**src/rtl/fifo_ext.sv**
```systemverilog
// Single-clock FIFO with arbitrary depth, registered or first-word-fall-through read,
// programmable almost-full/almost-empty thresholds, fill level and sticky error flags.
module fifo_ext #(
    parameter int WIDTH    = 24,
    parameter int DEPTH    = 16,
    parameter int FWFT     = 0,
    parameter int AF_LEVEL = DEPTH - 1,
    parameter int AE_LEVEL = 1
) (
    input  logic                       clk,
    input  logic                       rst,
    input  logic                       wr,
    input  logic                       rd,
    input  logic [WIDTH-1:0]           din,
    input  logic                       clr_err,
    output logic [WIDTH-1:0]           dout,
    output logic                       full,
    output logic                       empty,
    output logic                       almost_full,
    output logic                       almost_empty,
    output logic [$clog2(DEPTH+1)-1:0] count,
    output logic                       overflow,
    output logic                       underflow
);
    localparam int PW = $clog2(DEPTH);
    localparam int CW = $clog2(DEPTH + 1);
    localparam logic [CW-1:0] DEPTH_C  = CW'(DEPTH);
    localparam logic [CW-1:0] AF_C     = CW'(AF_LEVEL);
    localparam logic [CW-1:0] AE_C     = CW'(AE_LEVEL);
    localparam logic [PW-1:0] LAST_PTR = PW'(DEPTH - 1);

    logic [WIDTH-1:0] mem [DEPTH];

    logic [PW-1:0] wr_ptr_q, wr_ptr_d;
    logic [PW-1:0] rd_ptr_q, rd_ptr_d;
    logic [CW-1:0] count_q, count_d;
    logic          overflow_q, overflow_d;
    logic          underflow_q, underflow_d;

    logic bypass;
    logic rd_ok;
    logic wr_ok;

    function automatic logic [PW-1:0] ptr_inc(input logic [PW-1:0] p);
        return (p == LAST_PTR) ? '0 : p + PW'(1);
    endfunction

    assign full         = (count_q == DEPTH_C);
    assign empty        = (count_q == '0);
    assign almost_full  = (count_q >= AF_C);
    assign almost_empty = (count_q <= AE_C);
    assign count        = count_q;
    assign overflow     = overflow_q;
    assign underflow    = underflow_q;

    // Registered mode forwards din straight to dout when reading and writing an empty FIFO.
    assign bypass = (FWFT == 0) && rd && wr && empty;
    assign rd_ok  = rd && !empty;
    assign wr_ok  = wr && (!full || rd_ok) && !bypass;

    always_comb begin
        wr_ptr_d    = wr_ptr_q;
        rd_ptr_d    = rd_ptr_q;
        count_d     = count_q;
        overflow_d  = overflow_q;
        underflow_d = underflow_q;
        if (clr_err) begin
            overflow_d  = 1'b0;
            underflow_d = 1'b0;
        end
        // A fresh error in the clearing cycle takes priority over the clear.
        if (wr && full && !rd) overflow_d = 1'b1;
        if (rd && empty && !bypass) underflow_d = 1'b1;
        if (wr_ok) wr_ptr_d = ptr_inc(wr_ptr_q);
        if (rd_ok) rd_ptr_d = ptr_inc(rd_ptr_q);
        if (wr_ok && !rd_ok) count_d = count_q + CW'(1);
        else if (rd_ok && !wr_ok) count_d = count_q - CW'(1);
    end

    always_ff @(posedge clk) begin
        if (rst) begin
            wr_ptr_q    <= '0;
            rd_ptr_q    <= '0;
            count_q     <= '0;
            overflow_q  <= 1'b0;
            underflow_q <= 1'b0;
        end else begin
            wr_ptr_q    <= wr_ptr_d;
            rd_ptr_q    <= rd_ptr_d;
            count_q     <= count_d;
            overflow_q  <= overflow_d;
            underflow_q <= underflow_d;
        end
    end

    always_ff @(posedge clk) begin
        if (wr_ok && !rst) mem[wr_ptr_q] <= din;
    end

    generate
        if (FWFT != 0) begin : g_fwft
            assign dout = mem[rd_ptr_q];
        end else begin : g_reg
            logic [WIDTH-1:0] dout_q;
            always_ff @(posedge clk) begin
                if (rst)        dout_q <= '0;
                else if (bypass) dout_q <= din;
                else if (rd_ok)  dout_q <= mem[rd_ptr_q];
            end
            assign dout = dout_q;
        end
    endgenerate
endmodule
```
**config.mk**
```make
export PLATFORM = sky130hd
export DESIGN_NAME = fifo_ext
export DESIGN_NICKNAME = d
export VERILOG_FILES = /design/src/rtl/fifo_ext.sv
export SDC_FILE = /design/constraint.sdc
export NUM_CORES = 1
export LEC_CHECK = 0
export BUFFER_PORTS_ARGS = -buffer_cell sky130_fd_sc_hd__buf_2
export CAP_MARGIN = 10
export CORE_ASPECT_RATIO = 1.25
export CORE_MARGIN = 10
export CORE_UTILIZATION = 43
export DETAILED_ROUTE_END_ITERATION = 7
export GPL_TIMING_DRIVEN = 0
export PLACE_DENSITY = 0.6
export REMOVE_ABC_BUFFERS = 1
export SLEW_MARGIN = 40
export SYNTH_ARGS = -nofsm -noshare
export SYNTH_HDL_FRONTEND = slang
export SYNTH_SLANG_ARGS = --single-unit
```
**constraint.sdc**
```tcl
create_clock -name clk -period 4.1 [get_ports clk]
set_clock_uncertainty 0.1 [all_clocks]
set_input_delay 0.205 -clock clk [delete_from_list [all_inputs] [get_ports clk]]
set_output_delay 0.205 -clock clk [all_outputs]
set_load 0.01 [all_outputs]
```
==> impl_metrics.tcl <==
set metrics [dict create \
    worstSetupEndpointType "register" \
    critical_path.most_common_cell "sky130_fd_sc_hd__ha_1" \
    synthDistinctLibCells 45 \
    ys_seq_elements 427 \
    drc_errors 0 \
    max_freq_mhz 271 \
    htree_levels 2 \
    antenna_found_initial 1 \
    area.sequential_um2 12400 \
    cellLeakagePower_nw 6.36 \
    cp_top_family "simple AND/OR/NAND/NOR gates" \
    power.ir.vdd_worst_v 0.000482 \
    largest_family_of_logic_cells_by_synthesized_area "multiplexers" \
    seq_area_frac_synth 0.744 \
    multi_input_comb_area_um2 4070 \
    cp.arrival_ns 4.01 \
    postSynth.topFlopCell "sky130_fd_sc_hd__edfxtp_1" \
    synth_async_sr_flop_share 0 \
    synthAdderAreaFrac 0.00827 \
    finalNetCount 1056 \
    synth_xor_xnor_area_share 0.00316 \
    antenna_cells_inserted 0 \
    place.gp.congestion 0.689 \
    timing_max_transition_violations_final 0 \
    cell_at_the_slowest_stage_of_the_critical_path "sky130_fd_sc_hd__clkinv_1" \
    initial_cell_density_of_the_core 0.435 \
    cts_resized 0 \
    port_buffers 63 \
    max-cap-violations 0 \
    cts_post_setup_buffers_inserted 0 \
    totalWireLength_um 37700 \
    tritoncts "yes" \
    syn-instance-count 875 \
    dieWidth_um 196 \
    unrepaired_setup_endpoints_after_global_routing "no" \
    measured_slew_at_the_worst_slew_check_pin_ns 0.786 \
    setup_ws_ns 0.413 \
    setup-violations-final 0 \
    post-route-min-period_ns 3.69 \
    synth.area.top_cells "sky130_fd_sc_hd__edfxtp_1 69%, sky130_fd_sc_hd__mux4_2 9.9%, sky130_fd_sc_hd__dfxtp_1 5.2%" \
    cts_sinks 427 \
    drt_iter0_drc 680 \
    post_detailed_placement_half_perimeter_wirelength_um 24000 \
    cts_inserted_buffers 42 \
    clockBufferDepth 3 \
    post_route_cells_drive_above_1_share 0.276 \
    fin_cells 1541 \
    max_slew_headroom 0.475 \
    grt_start_max_net_pins 32 \
    run_status "finished clean" \
    synth_compound_area_frac 0.0539 \
    area.growth.synth_to_final_pct 19.8 \
    total_power_mw 10.8 \
    dp.cells 1434 \
    grt_pass1_wl_um 56900 \
    drtAntennaViolNets 0 \
    synth.cell_area_um2 16600 \
    crit_type "register to register" \
    slowest_delay_ns 0.54 \
    critical_path.n_buffers_inverters 3 \
    wl_per_cell_um 24.5 \
    fp-row-count 80 \
    yosysTopAreaCell "sky130_fd_sc_hd__edfxtp_1" \
    grt_overall_usage 0.159 \
    worstSkewPairLatency_ns 0.54 \
    required_ns 4.42 \
    post_synth_mux_area_share 0.144 \
    nFillCells 3046 \
    place_ws_ns 0.348 \
    floorplan.die.height_um 240 \
    cp_cell_sequence "inv_1 -> ha_1 -> or4b_4 -> clkinv_2 -> nor2_4 -> clkinv_1 -> ha_1 -> or4_1 -> a21oi_1 -> xnor2_1 -> nor2_1" \
    die_area_um2 47000 \
    fp.coreArea_um2 38200 \
    vias_per_cell 5.63 \
    clock_tree_root_driver_cell "sky130_fd_sc_hd__clkbuf_16" \
    grt_pass1_vias 9154 \
    post-route-period-util 0.899 \
    globalRouteOverflowTotal 0 \
    drt-pass1-iter-count 5 \
    post-synth-top-area-fraction 0.693 \
    io-pin-count 64 \
    worst_hold_path_type "primary input to register" \
    synth-edff-count 384 \
    crit_fanout 12 \
    cellPowerDensity_nw_per_um2 540 \
    synth_simple_gate_area_frac 0.0271 \
    timing_hold_violations_final 0 \
    synth.yosys.warnings 0 \
    worst_setup_path_start_kind "register" \
    clk_pin_slew_worst_paths_ns 0.06 \
    mean_instance_size_in_the_synthesized_netlist_um2 19.0 \
    detailroute.via_count 8682 \
]
routing by layer:
metal  part of all wire  up-vias  global-route usage
li1                   -     3843                   -
met3              0.055       72              0.0302
met1               0.42     4511               0.209
met5            0.00034        -                   0
met2               0.50      254               0.263
met4              0.025        2              0.0526
cells by family (layout without fill, tap and decap cells):
family	Yosys count	in the layout
flip-flops	427	427
multiplexers	147	147
AO/OA/AOI/OAI	126	126
AND/OR/NAND/NOR	95	95
buffers and inverters	63	237
adder cells (fa/ha/maj)	11	11
XOR/XNOR	6	6
tightest hold or removal path: stages:
cell                      delay, ns
sky130_fd_sc_hd__buf_2         0.16
sky130_fd_sc_hd__nand3_1       0.09
sky130_fd_sc_hd__xor2_1        0.06
sky130_fd_sc_hd__nor2_1        0.13
report_power, final:
part	leakage, nW	total [mW]	switching, mW	internal [mW]
sequential	3.81	5.09	0.177	4.92
combinational	1.87	1.85	0.989	0.860
clock	0.676	3.83	1.56	2.27
total	6.36	10.8	2.73	8.04
cell usage in the layout (no fill, tap or decap), drive strengths merged, types with 10 or more instances in the layout:
| cell | instances |
|---|---|
| o221ai | 24 |
| mux2i | 67 |
| buf | 118 |
| a2bb2oi | 17 |
| clkinv | 15 |
| edfxtp | 384 |
| o21a | 18 |
| a21oi | 43 |
| ha | 11 |
| mux4 | 73 |
| nand2 | 30 |
| dfxtp | 43 |
| nor2 | 26 |
| inv | 11 |
| clkbuf | 58 |
| nand3 | 20 |
| dlygate4sd3 | 30 |
| o21ai | 10 |
synth_stat cells, types with 17 or more instances:
cell / count
sky130_fd_sc_hd__dfxtp_1: 43
sky130_fd_sc_hd__a21oi_1: 42
sky130_fd_sc_hd__a2bb2oi_1: 17
sky130_fd_sc_hd__o21a_1: 18
sky130_fd_sc_hd__mux2i_1: 67
sky130_fd_sc_hd__nand2_1: 30
sky130_fd_sc_hd__clkbuf_1: 19
sky130_fd_sc_hd__o221ai_1: 22
sky130_fd_sc_hd__edfxtp_1: 384
sky130_fd_sc_hd__nand3_1: 19
sky130_fd_sc_hd__mux4_2: 73
sky130_fd_sc_hd__nor2_1: 26
flip-flops by register name, indices dropped and copies added, names as in the netlist, named ones only:
name,cells
wr_ptr_q,4
underflow,1
overflow,1
count,5
mem,384
rd_ptr_q,4
dout,24
path summary, 6_finish.rpt:
check	from	to	slack (ns)	cells past startpoint
max reg2reg	count[0]	count[3]	0.41	11
min reg2reg	rd_ptr_q[3]	register	0.41	2
min	rd	rd_ptr_q[2]	0.07	4
max	count[0]	count[3]	0.41	11
timing repair:
action                                  CTS  global route
endpoints found under the setup margin    0             0
endpoints found under the hold margin   397             0
hold buffers                             30             0
area by class of cell:
| class | count | area share |
|---|---|---|
| flip-flops and latches | 427 | 0.622 |
| inverters | 12 | 0.00232 |
| well taps | 492 | 0.0309 |
| multi-input cells | 385 | 0.204 |
| repair buffers | 148 | 0.0717 |
| clock inverters | 19 | 0.00973 |
| clock buffers | 58 | 0.0593 |
per-stage QoR:
step / hold slack (ns) / utilization / setup TNS [ns] / area (um2)
5_1_grt: 0.0559 / 0.521 / 0 / 19900
6_report: 0.0697 / 0.521 / 0 / 19900
4_1_cts: 0.0279 / 0.521 / 0 / 19900
3_3_place_gp: 0.367 / 0.452 / -542.90 / 17300
2_1_floorplan: 0.174 / - / -10.32 / 16400
3_5_place_dp: 0.382 / 0.478 / 0 / 18300
Note: power is estimated with default switching activity, not from simulation.
